**config.mk**
```make
export PLATFORM = sky130hd
export DESIGN_NAME = instruction_fetch_unit_flat
export DESIGN_NICKNAME = d
export VERILOG_FILES = /design/src/rtl/instruction_fetch_unit_if.sv /design/src/rtl/instruction_fetch_unit.sv /design/src/flat_wrapper.sv
export SDC_FILE = /design/constraint.sdc
export NUM_CORES = 1
export LEC_CHECK = 0
export ABC_CLOCK_PERIOD_IN_PS = 2450
export BUFFER_PORTS_ARGS = -buffer_cell sky130_fd_sc_hd__buf_2
export CAP_MARGIN = 25
export CORE_MARGIN = 2
export CORE_UTILIZATION = 48
export CTS_CLUSTER_DIAMETER = 150
export DETAILED_ROUTE_END_ITERATION = 6
export PLACE_DENSITY = 0.79
export SLEW_MARGIN = 20
export SYNTH_ARGS = -nofsm -noshare
export SYNTH_HDL_FRONTEND = slang
export SYNTH_SLANG_ARGS = --single-unit
```
**constraint.sdc**
```tcl
create_clock -name clk -period 2.45 [get_ports clk]
set_input_delay 0.49 -clock clk [delete_from_list [all_inputs] [get_ports clk]]
set_output_delay 0.49 -clock clk [all_outputs]
set_load 0.1 [all_outputs]
```
**src/rtl/instruction_fetch_unit_if.sv**
```systemverilog
// Instruction-memory read port plus the IF/ID stage outputs and decode/execute controls.
interface instruction_fetch_unit_if;
  logic [15:0] inst_address;
  logic [31:0] read_data;
  logic        stall;
  logic        branch_taken;
  logic [14:0] branch_target;
  logic [31:0] if_instr;
  logic [15:0] if_pc;
  logic        if_valid;
  logic        halted;
  logic [15:0] fetch_count;

  // Fetch unit side.
  modport master (
    output inst_address,
    input  read_data,
    input  stall,
    input  branch_taken,
    input  branch_target,
    output if_instr,
    output if_pc,
    output if_valid,
    output halted,
    output fetch_count
  );

  // Memory / pipeline side.
  modport slave (
    input  inst_address,
    output read_data,
    output stall,
    output branch_taken,
    output branch_target,
    input  if_instr,
    input  if_pc,
    input  if_valid,
    input  halted,
    input  fetch_count
  );
endinterface

```
**src/rtl/instruction_fetch_unit.sv**
```systemverilog
// Instruction fetch unit: owns the PC, drives the instruction memory address and
// registers the returned word into the IF/ID pipeline register.
module instruction_fetch_unit #(
  parameter int unsigned PROG_LEN = 14,
  parameter logic [15:0] RESET_PC = 16'h0000
) (
  input  logic                            clk,
  input  logic                            reset,
  instruction_fetch_unit_if.master        bus
);

  localparam logic [15:0] LastPc = 16'(PROG_LEN - 1);
  localparam logic [15:0] EndPc  = 16'(PROG_LEN);

  typedef enum logic [0:0] {StRun, StHalt} state_e;

  state_e      state_q, state_d;
  logic [15:0] pc_q, pc_d;
  logic [31:0] if_instr_q, if_instr_d;
  logic [15:0] if_pc_q, if_pc_d;
  logic        if_valid_q, if_valid_d;
  logic [15:0] fetch_count_q, fetch_count_d;

  // State register.
  always_ff @(posedge clk) begin
    if (reset) begin
      state_q <= StRun;
    end else begin
      state_q <= state_d;
    end
  end

  // PC and IF/ID pipeline registers.
  always_ff @(posedge clk) begin
    if (reset) begin
      pc_q          <= RESET_PC;
      if_instr_q    <= 32'h0;
      if_pc_q       <= 16'h0;
      if_valid_q    <= 1'b0;
      fetch_count_q <= 16'h0;
    end else begin
      pc_q          <= pc_d;
      if_instr_q    <= if_instr_d;
      if_pc_q       <= if_pc_d;
      if_valid_q    <= if_valid_d;
      fetch_count_q <= fetch_count_d;
    end
  end

  // Next-state and datapath update: branch > stall > normal fetch.
  always_comb begin
    state_d       = state_q;
    pc_d          = pc_q;
    if_instr_d    = if_instr_q;
    if_pc_d       = if_pc_q;
    if_valid_d    = if_valid_q;
    fetch_count_d = fetch_count_q;

    if (bus.branch_taken) begin
      // Redirect flushes the wrong-path word but keeps the last delivered one visible.
      pc_d       = {1'b0, bus.branch_target};
      if_valid_d = 1'b0;
      state_d    = StRun;
    end else begin
      unique case (state_q)
        StRun: begin
          if (!bus.stall) begin
            if_instr_d = bus.read_data;
            if_pc_d    = pc_q;
            if_valid_d = 1'b1;
            if (fetch_count_q != 16'hFFFF) begin
              fetch_count_d = fetch_count_q + 16'd1;
            end
            // >= so an out-of-range branch target still fetches one word then halts.
            if (pc_q >= LastPc) begin
              state_d = StHalt;
              pc_d    = EndPc;
            end else begin
              pc_d = pc_q + 16'd1;
            end
          end
        end
        StHalt: begin
          if_valid_d = 1'b0;
        end
        default: begin
          state_d = StRun;
        end
      endcase
    end
  end

  // Outputs come straight from registers; no combinational path from stall or branch.
  always_comb begin
    bus.inst_address = pc_q;
    bus.if_instr     = if_instr_q;
    bus.if_pc        = if_pc_q;
    bus.if_valid     = if_valid_q;
    bus.halted       = (state_q == StHalt);
    bus.fetch_count  = fetch_count_q;
  end

endmodule

```
**src/flat_wrapper.sv**
```systemverilog
// flat-port wrapper written by rule: the top's interface ports become plain ports
module instruction_fetch_unit_flat 
#(
  parameter int unsigned PROG_LEN = 14,
  parameter logic [15:0] RESET_PC = 16'h0000
)
  (clk, reset, bus_inst_address, bus_read_data, bus_stall, bus_branch_taken, bus_branch_target, bus_if_instr, bus_if_pc, bus_if_valid, bus_halted, bus_fetch_count);
  instruction_fetch_unit_if bus_i ();
  input  logic clk;
  input  logic reset;
  output wire logic [$bits(bus_i.inst_address)-1:0] bus_inst_address;
  input wire logic [$bits(bus_i.read_data)-1:0] bus_read_data;
  input wire logic [$bits(bus_i.stall)-1:0] bus_stall;
  input wire logic [$bits(bus_i.branch_taken)-1:0] bus_branch_taken;
  input wire logic [$bits(bus_i.branch_target)-1:0] bus_branch_target;
  output wire logic [$bits(bus_i.if_instr)-1:0] bus_if_instr;
  output wire logic [$bits(bus_i.if_pc)-1:0] bus_if_pc;
  output wire logic [$bits(bus_i.if_valid)-1:0] bus_if_valid;
  output wire logic [$bits(bus_i.halted)-1:0] bus_halted;
  output wire logic [$bits(bus_i.fetch_count)-1:0] bus_fetch_count;
  assign bus_inst_address = bus_i.inst_address;
  assign bus_i.read_data = bus_read_data;
  assign bus_i.stall = bus_stall;
  assign bus_i.branch_taken = bus_branch_taken;
  assign bus_i.branch_target = bus_branch_target;
  assign bus_if_instr = bus_i.if_instr;
  assign bus_if_pc = bus_i.if_pc;
  assign bus_if_valid = bus_i.if_valid;
  assign bus_halted = bus_i.halted;
  assign bus_fetch_count = bus_i.fetch_count;
  instruction_fetch_unit #(.PROG_LEN(PROG_LEN), .RESET_PC(RESET_PC)) u_core (.clk(clk), .reset(reset), .bus(bus_i));
endmodule
```
---- Word-level counts from Yosys, hierarchy flattened ----
Cells that the tools add are included.
W data, S select, Z words.
storage, ports and cells
  register bits ........................... 82
  output and inout port bits .............. 82
cells by class
  $lt $le $gt $ge ......................... 1
  add/subtract/negate cells ............... 2
  mux-type cells .......................... 9
  reduce and logical (&&, ||, !) cells .... 5
  bitwise operators ....................... 3
  equal/unequal tests ..................... 4
operators by type and width
  operator                 count
  $mux W15                 3
  $add A16 B1 Y16 const B  2
  $ge A16 B4 Y1 const B    1
  $mux W16                 1
  $ne A16 B16 Y1 const B   1
  $mux W1                  4
  $ne A2 B2 Y1 const B     2
  $reduce_and A2 Y1        2
  $reduce_and A4 Y1        1
  $not A1 Y1               3
  $reduce_and A3 Y1        1
  $ne A2 B1 Y1 const B     1
  $pmux W1 S2              1
  $reduce_or A2 Y1         1

---- Depth between registers and ports, before layout ----
  depth after elaboration ................. 5
  depth in mapped cells ................... 6
  gate-level depth less buffers ........... 6

---- Worst setup path after synthesis ----
OpenSTA, ideal clock, no wires.
  path type ............................... register -> register
  from .................................... register u_core.fetch_count_q[0], in the netlist u_core.bus.fetch_count[0]
  to ...................................... register u_core.fetch_count_q[9], in the netlist u_core.bus.fetch_count[9]
  path buffers ............................ 0
  cell stages (with the launch flop) ...... 6
  slack ................................... -0.052 ns
  arrival time ............................ 2.381 ns
  required time ........................... 2.329 ns
  clock period less this slack ............ 2.502 ns
  setup time .............................. 0.121 ns
  cell sequence ........................... dfxtp_1 -> ha_1 -> inv_1 -> nor4_1 -> nor3_1 -> mux2_2
between the ends
  word-level cells in the longest chain between the ends .. 2
  elaborated cells between the ends (all ways) .. 3
ends and longest elaborated chain
  element                                                  line                          source
  from (decl)                                              instruction_fetch_unit.sv:22  logic [15:0] fetch_count_q, fetch_count_d;
  from (signal assigned)                                   instruction_fetch_unit.sv:46  fetch_count_q <= fetch_count_d;
  branches (longest 2 deep; another with $add A16 B1 Y16)  n/a
Parallel ways; which one is timed is not known.
A chain may end at the register's enable or synchronous reset.

---- Final worst setup path ----
  from .................................... register u_core.state_q, in the netlist u_core.bus.halted
  to ...................................... register u_core.fetch_count_q[15], in the netlist u_core.bus.fetch_count[15]
between the ends
  word-level cells in the longest chain between the ends .. 2
ends and longest elaborated chain
  element                      line                          source
  from (decl)                  instruction_fetch_unit.sv:17  state_e state_q, state_d;
  from (signal assigned)       instruction_fetch_unit.sv:27  state_q <= StRun;
  from (signal assigned)       instruction_fetch_unit.sv:29  state_q <= state_d;
  $not A1 Y1 (no line)         n/a
  $reduce_and A4 Y1 (no line)  n/a
Every way passes these cells.

==> metrics.md <==
| Metric | Value |
|---|---|
| Status | finished, final reports clean |
| I/O Buffers | 132 |
| Filler Cells Inserted | 611 |
| Total core area | 6790 um^2 |
| Worst r2r dst | u_core.bus.fetch_count[15]$_SDFFE_PP0P_ |
| Root Buffer | clkbuf_8 |
| Initial DRC Count | 224 |
| Final WL | 8480 um |
| Avg WL per Cell | 13.0 um |
| Routed Antenna Nets | 0 |
| Hold_buf cts | 0 |
| Launch point of the worst path | u_core.bus.halted$_SDFF_PP0_ |
| Slowest stage delay, CP | 0.47 ns |
| Largest net degree at the start of global routing | 55 |
| FMAX | 0.491 GHz |
| CP arrival | 2.29 ns |
| Rows | 30 |
| Final setup TNS | 0 ns |
| Commonest non-fill, non-tap cell in the layout | buf_2 |
| Routed vias | 3,424 |
| Number of max-cap violations | 0 |
| Most Used Layer, Global Route | met2 |
| Number of CTS-inserted buffers | 9 |
| Measured slew at the worst slew-check pin | 0.792 ns |
| Critical Path RT | 2.70 ns |
| Reg power frac | 48.2% |
| Clk pwr share | 31.0% |
| Worst-Skew Late Latency | 0.35 ns |
| Final setup margin | 0.413 ns |
| Num ports | 133 |
| Final HPWL DP | 5990 um |
| GRT Util Overall | 22.1% |
| R2r worst-path depth | 4 |
| Bufs on Longest Clock Path | 2 |
| Leakage | 1.85 nW |
| Die Footprint | 7670 um^2 |
| Vias in the first global route | 3,072 |
| Syn_area_per_cell | 7.87 um^2 |
| #FFs+latches synth | 82 |
| DRC Markers | 0 |
| Clk sinks | 82 |
| Final min period | 2.04 ns |
| Global route overflow | 0 |
| Hold Crit Depth | 3 |
| Max Slew Vio Count | 0 |
| Post-Syn Area | 3350 um^2 |
| FF-to-FF Start | u_core.bus.halted$_SDFF_PP0_ |
| Die width | 87.6 um |
| Flop2flop setup slack | 0.41 ns |
| YS warnings | 0 |
| Antenna cells | 0 |
| Post-synth EDFFs | 0 |
| HP Start | bus_branch_target[5] |
| Setup violations, final | 0 |
| Period utilization | 83.1% |
| GR Util met1 | 27.1% |
| GRT met2 Usage | 37.1% |
| Net Sw Power | 1.05 mW |
| CP startpoint kind | flip-flop |
| Clock transition at path regs | 0.09 ns |
| Routability cong. | 0.857 |
| Ys async rst share | 0% |
| Synth cell types | 30 |
| TritonCTS clock tree | yes |
| Initial antenna violation count | 0 |
| Setup Skew | 0.00801 ns |
| Peak VDD IR | 407 uV |
| Worst-path maximum fanout | 8 |
| Setup CP Type | flip-flop to flip-flop |
| Synthesized net count | 481 |
| Synth Instances | 426 |
| Min-Delay Path Class | input pin to flip-flop |
| Ys flop type | dfxtp_1 |
| Initial Utilization | 49.4% |
| Global-route wire length before repair | 13,600 um |
| Slowest cell on the critical path | or3_1 |
| Vias per cell | 5.26 |
| Area growth from synthesis to layout | 27.9% |
| Pre-antenna DRT Iters | 4 |
| Pwr per Cell Area | 689 nW/um^2 |
| Nets@finish | 605 |
| Critical Path Sink | u_core.bus.fetch_count[15]$_SDFFE_PP0P_ |
| Crit path cell chain | or3_2, or3_1, nor4_1, mux2_2 |
| Critical Path End Type | flip-flop |
| Commonest non-fill, non-tap cells in the layout | buf_2, nand2_1, dfxtp_1 |
| Share of cells above drive strength 1 | 30.3% |
| CTS H-tree lvls | 3 |
| Sw Share | 35.6% |
| M3 GR Usage | 7.07% |
| Setup WS pre-CTS | 0.161 ns |
| Cell-internal power | 1.90 mW |
| Sequential fraction of the synthesis area | 48.9% |
| Fin. Hold Viols | 0 |
| Rel. slew slack | 47.2% |
| Setup Buffers After CTS | 0 |
| Resized cells post-CTS | 0 |
| Die height | 87.6 um |
| Unrepaired setup endpoints after global routing | false |
| Comb pwr share | 20.7% |
==> Yosys cell counts (all sizes together) (2+ instances only) <==
master	n	area (um^2)
or3	11	68.8
nand3	10	50.1
nor2b	9	56.3
nor2	11	41.3
nand4	7	43.8
inv	11	41.3
mux2	5	56.3
xor2	2	17.5
and4	2	17.5
a21oi	76	380
or4	3	22.5
nand2	116	435
a221oi	2	17.5
o31ai	7	52.6
clkbuf	25	93.8
nor4	10	62.6
o21ai	11	55.1
dfxtp	82	1640
nor3	5	25.0
nand3b	8	60.1
ha	4	50.1
==> critical path: cells and delay by family (launching register included) <==
kind | cells | cell delay (ns)
mux | 1 | 0.37
flops | 1 | 0.36
simple gates | 3 | 1.21
==> power groups by stage <==
stage	clock, mW	sequential [mW]	combinational, mW
after floorplan	0	1.80	0.139
after global placement	0	1.45	0.608
after detailed placement	0	1.46	0.614
after CTS	0.940	1.42	0.617
after global routing	1.00	1.43	0.647
final	0.918	1.43	0.613
==> metal layers <==
metal | routed length [um] | vias up
li1 | - | 1710
met1 | 3700 | 1591
met2 | 4070 | 117
met3 | 650 | 6
met4 | 67 | 0
met5 | 0 | -
==> cells by family after synthesis <==
group | after synthesis | share of synthesized area (%)
fa+ha+maj | 4 | 1.49
flops | 82 | 48.9
buf+inv | 37 | 4.18
simple gates | 195 | 26.9
compound gates | 101 | 16.3
xor+xnor | 2 | 0.522
mux | 5 | 1.68
==> how the worst min path moves through the flow <==
| stage | endpoint |
|---|---|
| 4_1_cts | u_core.bus.inst_address[5]$_SDFFE_PP0P_ |
| 3_3_place_gp | u_core.bus.if_pc[8]$_SDFFE_PP0P_ |
| 6_report | u_core.bus.inst_address[5]$_SDFFE_PP0P_ |
| 2_1_floorplan | u_core.bus.inst_address[5]$_SDFFE_PP0P_ |
| 5_1_grt | u_core.bus.inst_address[7]$_SDFFE_PP0P_ |
| 3_5_place_dp | u_core.bus.if_pc[2]$_SDFFE_PP0P_ |
==> flip-flops by register name, summed over array words and instances (netlist names) <==
register / count
u_core.bus.if_instr: 32
u_core.bus.halted: 1
u_core.bus.if_pc: 16
u_core.bus.inst_address: 16
u_core.bus.fetch_count: 16
u_core.bus.if_valid: 1
==> metrics by stage <==
stage	util, %	cells	cell area [um^2]	hold WS [ns]	power [mW]
final	63.1	651	4290	0.332	2.96
after global routing	63.1	651	4290	0.321	3.08
after CTS	63.1	651	4290	0.323	2.98
after detailed placement	60.4	635	4100	0.443	2.07
after global placement	60.4	635	4100	0.438	2.06
after floorplan	-	426	3360	0.598	1.94
==> final cells by class <==
| type | instances | area [um^2] | share of cell area [%] |
|---|---|---|---|
| Clock buffer | 10 | 138 | 3.21 |
| Clock inverter | 6 | 50.0 | 1.17 |
| Inverter | 11 | 41.3 | 0.963 |
| Multi-Input combinational cell | 307 | 1580 | 36.8 |
| Sequential cell | 82 | 1650 | 38.4 |
| Tap cell | 96 | 120 | 2.80 |
| Timing Repair Buffer | 139 | 713 | 16.6 |
(Power assumes the default switching activity.)
